**src/rtl/io_uart_tx_if.sv**
```systemverilog
// IO-window bus between the MMU (master) and the UART transmitter (slave).
// Byte address, access strobe, write qualifier and 32-bit data in both directions.
interface io_uart_tx_if;
  logic [7:0]  io_addr;
  logic        io_en;
  logic        io_we;
  logic [31:0] io_data_write;
  logic [31:0] io_data_read;

  modport master (
    output io_addr, io_en, io_we, io_data_write,
    input  io_data_read
  );

  modport slave (
    input  io_addr, io_en, io_we, io_data_write,
    output io_data_read
  );
endinterface

```
**src/rtl/io_uart_tx.sv**
```systemverilog
// Memory-mapped 8N1 UART transmitter: TXDATA/STATUS/DIVISOR registers, a small
// TX FIFO and a serialiser with a programmable bit period.
module io_uart_tx #(
  parameter int unsigned FIFO_DEPTH = 8,
  parameter logic [15:0] DIV_RESET  = 16'd868
) (
  input  logic         clk,
  input  logic         reset,
  io_uart_tx_if.slave  io,
  output logic         tx,
  output logic         tx_idle
);

  typedef enum logic [1:0] {ST_IDLE, ST_START, ST_DATA, ST_STOP} state_e;

  localparam int unsigned PTR_W = $clog2(FIFO_DEPTH);
  localparam int unsigned CNT_W = PTR_W + 1;
  localparam logic [CNT_W-1:0] CNT_FULL = CNT_W'(FIFO_DEPTH);

  logic [7:0]       mem_q [FIFO_DEPTH];
  logic [PTR_W-1:0] wr_ptr_q, wr_ptr_d, rd_ptr_q, rd_ptr_d;
  logic [CNT_W-1:0] count_q, count_d;
  logic             overflow_q, overflow_d;
  logic [15:0]      div_q, div_d;
  state_e           state_q, state_d;
  logic [15:0]      baud_q, baud_d;
  logic [2:0]       bit_idx_q, bit_idx_d;
  logic [7:0]       shift_q, shift_d;
  logic             tx_q, tx_d;

  logic [5:0]  word;
  logic        wr_en, push_req, push_ok, status_wr, div_wr, pop;
  logic        fifo_full, fifo_empty;
  logic [15:0] reload;
  logic        unused_bits;

  assign word       = io.io_addr[7:2];
  assign wr_en      = io.io_en & io.io_we;
  assign push_req   = wr_en && (word == 6'd0);
  assign status_wr  = wr_en && (word == 6'd1);
  assign div_wr     = wr_en && (word == 6'd2);
  assign fifo_full  = (count_q == CNT_FULL);
  assign fifo_empty = (count_q == '0);
  // Fullness is judged before the edge, so a same-cycle pop never rescues a push.
  assign push_ok    = push_req && !fifo_full;
  // A divisor of zero is treated as a one-cycle bit period.
  assign reload     = (div_q == 16'd0) ? 16'd0 : div_q - 16'd1;
  assign unused_bits = ^{io.io_addr[1:0], io.io_data_write[31:16]};

  // Register file and FIFO bookkeeping.
  always_comb begin
    // NOTE: every output of a combinational block gets a default first so no path leaves it unassigned (which would infer a latch).
    wr_ptr_d   = wr_ptr_q;
    rd_ptr_d   = rd_ptr_q;
    count_d    = count_q;
    overflow_d = overflow_q;
    div_d      = div_q;

    if (push_ok) wr_ptr_d = wr_ptr_q + PTR_W'(1);
    if (pop)     rd_ptr_d = rd_ptr_q + PTR_W'(1);

    case ({push_ok, pop})
      2'b10:   count_d = count_q + CNT_W'(1);
      2'b01:   count_d = count_q - CNT_W'(1);
      default: count_d = count_q;
    endcase

    if (status_wr && io.io_data_write[3]) overflow_d = 1'b0;
    if (push_req && fifo_full)            overflow_d = 1'b1;
    if (div_wr)                           div_d      = io.io_data_write[15:0];
  end

  // Serialiser: each state lasts reload+1 cycles; the period is resampled at every bit boundary.
  always_comb begin
    state_d   = state_q;
    baud_d    = baud_q;
    bit_idx_d = bit_idx_q;
    shift_d   = shift_q;
    pop       = 1'b0;

    case (state_q)
      ST_IDLE: begin
        if (!fifo_empty) begin
          pop     = 1'b1;
          shift_d = mem_q[rd_ptr_q];
          baud_d  = reload;
          state_d = ST_START;
        end
      end
      ST_START: begin
        if (baud_q == 16'd0) begin
          baud_d    = reload;
          bit_idx_d = 3'd0;
          state_d   = ST_DATA;
        end else begin
          baud_d = baud_q - 16'd1;
        end
      end
      ST_DATA: begin
        if (baud_q == 16'd0) begin
          baud_d  = reload;
          shift_d = {1'b0, shift_q[7:1]};
          if (bit_idx_q == 3'd7) state_d   = ST_STOP;
          else                   bit_idx_d = bit_idx_q + 3'd1;
        end else begin
          baud_d = baud_q - 16'd1;
        end
      end
      ST_STOP: begin
        if (baud_q == 16'd0) begin
          if (!fifo_empty) begin
            pop     = 1'b1;
            shift_d = mem_q[rd_ptr_q];
            baud_d  = reload;
            state_d = ST_START;
          end else begin
            state_d = ST_IDLE;
          end
        end else begin
          baud_d = baud_q - 16'd1;
        end
      end
      default: state_d = ST_IDLE;
    endcase

    // The line level is decoded from the next state so the tx flop never glitches.
    case (state_d)
      ST_START: tx_d = 1'b0;
      ST_DATA:  tx_d = shift_d[0];
      default:  tx_d = 1'b1;
    endcase
  end

  always_ff @(posedge clk or posedge reset) begin
    // NOTE: state registers use non-blocking assignments so every flop samples pre-edge values.
    if (reset) begin
      wr_ptr_q   <= '0;
      rd_ptr_q   <= '0;
      count_q    <= '0;
      overflow_q <= 1'b0;
      div_q      <= DIV_RESET;
      state_q    <= ST_IDLE;
      baud_q     <= 16'd0;
      bit_idx_q  <= 3'd0;
      shift_q    <= 8'd0;
      tx_q       <= 1'b1;
    end else begin
      wr_ptr_q   <= wr_ptr_d;
      rd_ptr_q   <= rd_ptr_d;
      count_q    <= count_d;
      overflow_q <= overflow_d;
      div_q      <= div_d;
      state_q    <= state_d;
      baud_q     <= baud_d;
      bit_idx_q  <= bit_idx_d;
      shift_q    <= shift_d;
      tx_q       <= tx_d;
    end
  end

  // NOTE: the FIFO storage is not reset; count and pointers alone decide which entries are valid.
  always_ff @(posedge clk) begin
    if (push_ok) mem_q[wr_ptr_q] <= io.io_data_write[7:0];
  end

  always_comb begin
    io.io_data_read = 32'd0;
    case (word)
      6'd1: begin
        io.io_data_read[0]    = (state_q != ST_IDLE);
        io.io_data_read[1]    = fifo_full;
        io.io_data_read[2]    = fifo_empty;
        io.io_data_read[3]    = overflow_q;
        io.io_data_read[11:8] = 4'(count_q);
      end
      6'd2:    io.io_data_read[15:0] = div_q;
      default: io.io_data_read = 32'd0;
    endcase
  end

  assign tx      = tx_q;
  assign tx_idle = (state_q == ST_IDLE) && fifo_empty;

endmodule

```
**src/flat_wrapper.sv**
```systemverilog
// flat-port wrapper written by rule: the top's interface ports become plain ports
module io_uart_tx_flat 
#(
  parameter int unsigned FIFO_DEPTH = 8,
  parameter logic [15:0] DIV_RESET  = 16'd868
)
  (clk, reset, tx, tx_idle, io_io_addr, io_io_en, io_io_we, io_io_data_write, io_io_data_read);
  io_uart_tx_if io_i ();
  input  logic clk;
  input  logic reset;
  output logic tx;
  output logic tx_idle;
  input wire logic [$bits(io_i.io_addr)-1:0] io_io_addr;
  input wire logic [$bits(io_i.io_en)-1:0] io_io_en;
  input wire logic [$bits(io_i.io_we)-1:0] io_io_we;
  input wire logic [$bits(io_i.io_data_write)-1:0] io_io_data_write;
  output wire logic [$bits(io_i.io_data_read)-1:0] io_io_data_read;
  assign io_i.io_addr = io_io_addr;
  assign io_i.io_en = io_io_en;
  assign io_i.io_we = io_io_we;
  assign io_i.io_data_write = io_io_data_write;
  assign io_io_data_read = io_i.io_data_read;
  io_uart_tx #(.FIFO_DEPTH(FIFO_DEPTH), .DIV_RESET(DIV_RESET)) u_core (.clk(clk), .reset(reset), .io(io_i), .tx(tx), .tx_idle(tx_idle));
endmodule
```
**config.mk**
```make
export PLATFORM = sky130hd
export DESIGN_NAME = io_uart_tx_flat
export DESIGN_NICKNAME = d
export VERILOG_FILES = /design/src/rtl/io_uart_tx_if.sv /design/src/rtl/io_uart_tx.sv /design/src/flat_wrapper.sv
export SDC_FILE = /design/constraint.sdc
export NUM_CORES = 1
export LEC_CHECK = 0
export ABC_AREA = 1
export CAP_MARGIN = 20
export CORE_MARGIN = 3
export CORE_UTILIZATION = 45
export CTS_CLUSTER_SIZE = 25
export DETAILED_ROUTE_END_ITERATION = 7
export PLACE_DENSITY = 0.66
export SETUP_SLACK_MARGIN = 0.15
export SLEW_MARGIN = 40
export SYNTH_ARGS = -nofsm -noshare
export SYNTH_HDL_FRONTEND = slang
export SYNTH_SLANG_ARGS = --single-unit
```
**constraint.sdc**
```tcl
create_clock -name clk -period 2.8 [get_ports clk]
set_input_delay 0.56 -clock clk [delete_from_list [all_inputs] [get_ports clk]]
set_output_delay 0.56 -clock clk [all_outputs]
set_load 0.05 [all_outputs]
```
==> impl_results.md <==
- WL per Instance: 14.67 microns
- Initial Util: 46.42%
- Area growth, synth to finish: 21.43%
- GR Overflow Total: 0
- Warnings from Yosys: 0
- Post-synth EDFFs: 64
- Static leakage: 3.729 nW
- Detail Route Antenna Nets: 0
- Largest net degree at the start of global routing: 58
- CTS tree: done
- Die Wd: 131.9 microns
- Vias in the first global route: 5542
- Worst setup EP type: output port
- Inst Count DP: 1138
- Core ar.: 0.01537 sq mm
- CTS H-Tree Depth: 4
- Critical Path RT: 2.24 ns
- Max Cap Viol: 0
- Critical Path AT: 2.03 ns
- PnR worst setup slack: 0.2073 ns
- Dpl hpwl: 12070 microns
- Synth top cells by count: nand2_1 (248), nor2_1 (119), inv_1 (67), edfxtp_1 (64), nand3_1 (63)
- Critical path type: in -> out
- DR pass1 iterations: 5
- CTS root buffer: clkbuf_16
- Mean area per synthesized cell: 7.991 sq um
- Cell type with the highest aggregate area in the netlist: edfxtp_1
- Pre-CTS WS: 0.02837 ns
- Status: complete, no violations
- Netlist cell types: 46
- Max frequency: 385.7 MHz
- Clk slew on worst S/H paths: 0.06 ns
- Final nets: 1008
- Final WL: 17200 microns
- Final Non-Filler Cells: 1173
- Unrepaired setup endpoints after global routing: true
- Peak supply drop: 0.4413 mV
- Hold crit path type: reg -> reg
- Die area: 0.01740 sq mm
- Synth top area cells: edfxtp_1 (27%), dfrtp_1 (18%), nand2_1 (13%), nor2_1 (6.3%), nand3_1 (4.4%)
- Number of antenna violations at the first check in global routing: 0
- Count leader, synth: nand2_1
- Fin crit share: 92.60%
- Tmin final: 2.593 ns
- Input/output buffers: 43
- Syn Std Cell Area: 0.007136 sq mm
- CP Max Fanout: 6
- Final Max Slew Viols: 0
- Worst-Skew Late Latency: 0.42 ns
- Number of setup violations in the final report: 0
- Worst clock skew: 0.01003 ns
- Vias per inst: 5.168
- Post-synth top area share: 26.93%
- Iter 0 DRT Violations: 552
- Number of synthesized register bits: 121
- # rows: 45
- Seq/Total Area, Yosys: 47.03%
- Max-slew headroom: 52.08%
- Instance count of the mapped netlist: 893
- Diode count: 0
- First-pass GRT wire length: 28220 microns
- Io pins: 78
- Die Height: 131.9 microns
- Fillers: 1338
- Top FF cell, synth: edfxtp_1
- Power density over cell area: 534.5 mW/mm^2
- Clock buffer count from CTS: 17
- CTS max path bufs: 2
- Startpoint class of the critical path: primary input
- TritonCTS sink count: 121
- Fraction of layout cells with a size suffix above 1: 14.24%
- Hold Fails Final Rpt: 0
- Gpl congestion: 0.8886
- Slew @ Worst Pin: 0.7180 ns
- Register area: 0.003356 sq mm
- Drt drc: 0
- Footprint of the multi-input gates: 0.003367 sq mm
- GRT Overall Usage: 19.95%
- Setup TNS: 0 ns
- Asr flop ratio synth: 47.11%
- Routed via count: 6062
[cell usage in the layout, fill, tap and decap left out, types with 16 or more instances in the layout]
cell               n
nand2_1          247
nor2_1           112
nand3_1           63
inv_1             65
edfxtp_1          64
buf_12            18
conb_1            16
clkdlybuf4s50_1   22
a21oi_1           41
buf_4             24
o21ai_0           59
dfrtp_1           51
clkbuf_16         18
[final cells by class]
cell class              instances  area share, %
clock buffers                  18          4.953
clock inverters                14          1.617
repair buffers                 69          9.560
multi-input cells             667          38.86
inverters                      73          3.235
flip-flops and latches        121          38.73
well taps                     211          3.047
[final timing paths]
kind                                            to              start  slack [ns]  cells after the start
max in group asynchronous          u_core.div_q[8]              reset        1.95                      3
worst max-delay path            io_io_data_read[2]      io_io_addr[6]        0.21                      8
min in group asynchronous        u_core.shift_q[7]              reset        0.52                      3
worst max register to register   u_core.count_q[2]   u_core.baud_q[0]        0.40                     14
worst min register to register   u_core.shift_q[0]  u_core.shift_q[0]        0.49                      2
worst min-delay path             u_core.shift_q[0]  u_core.shift_q[0]        0.49                      2
[through the flow]
| stage | hold WS, ns | total power [mW] | cell area, sq um | util (%) |
|---|---|---|---|---|
| 3_5_place_dp | 0.4649 | 2.541 | 7929 | 51.58 |
| 3_3_place_gp | 0.4718 | 2.539 | 7929 | 51.58 |
| 4_1_cts | 0.4905 | 4.645 | 8625 | 56.11 |
| 5_1_grt | 0.5120 | 4.808 | 8665 | 56.37 |
| 6_report | 0.4865 | 4.631 | 8665 | 56.37 |
| 2_1_floorplan | 0.4445 | 2.410 | 7192 | - |
[what timing repair did]
| action | 4_1_cts | 5_1_grt |
|---|---|---|
| hold buffers | 0 | 0 |
| gates resized for setup | 19 | 11 |
| gates cloned | 1 | 0 |
| setup endpoints to repair | 16 | 15 |
| pin swaps | 3 | 1 |
| setup buffers | 2 | 0 |
[layer usage]
layer / vias up / track usage (%) / share of wire [%]
met5: - / 0 / 0
met4: 0 / 6.709 / 1.8
met3: 26 / 4.351 / 6.9
met2: 211 / 30.47 / 45
met1: 2787 / 28.28 / 46
li1: 3038 / - / -
[registers in the layout (all words and copies together) (netlist names)]
name / flops
u_core.bit_idx_q: 3
u_core.rd_ptr_q: 3
u_core.mem_q: 64
u_core.tx: 1
u_core.shift_q: 8
u_core.wr_ptr_q: 3
u_core.state_q: 2
u_core.count_q: 4
u_core.overflow_q: 1
u_core.div_q: 16
u_core.baud_q: 16
[worst max-delay path, cell delays in order]
cell	delay, ns
dlygate4sd2_1	0.23
or2_4	0.25
nor2_1	0.10
and3_4	0.20
clkinvlp_4	0.14
clkbuf_16	0.20
o22ai_4	0.19
buf_12	0.16
[logic make-up (layout without fill, tap and decap cells)]
family,count (synthesis),in the layout,share of synthesized area (%)
DFF,121,121,47.03
muxes,2,2,0.3156
AOI/OAI and AO/OA,138,138,10.56
adders and majority gates,15,15,2.630
and+or+nand+nor,477,477,29.00
xor gates and xnor gates,19,19,2.332
other,1,16,0.05255
buffers and inverters,120,174,8.083
[power breakdown]
group | internal [mW] | switching (mW)
clock network | 1.24 | 0.860
registers | 1.96 | 0.108
logic | 0.168 | 0.298
Note: power is estimated with default switching activity, not from simulation.
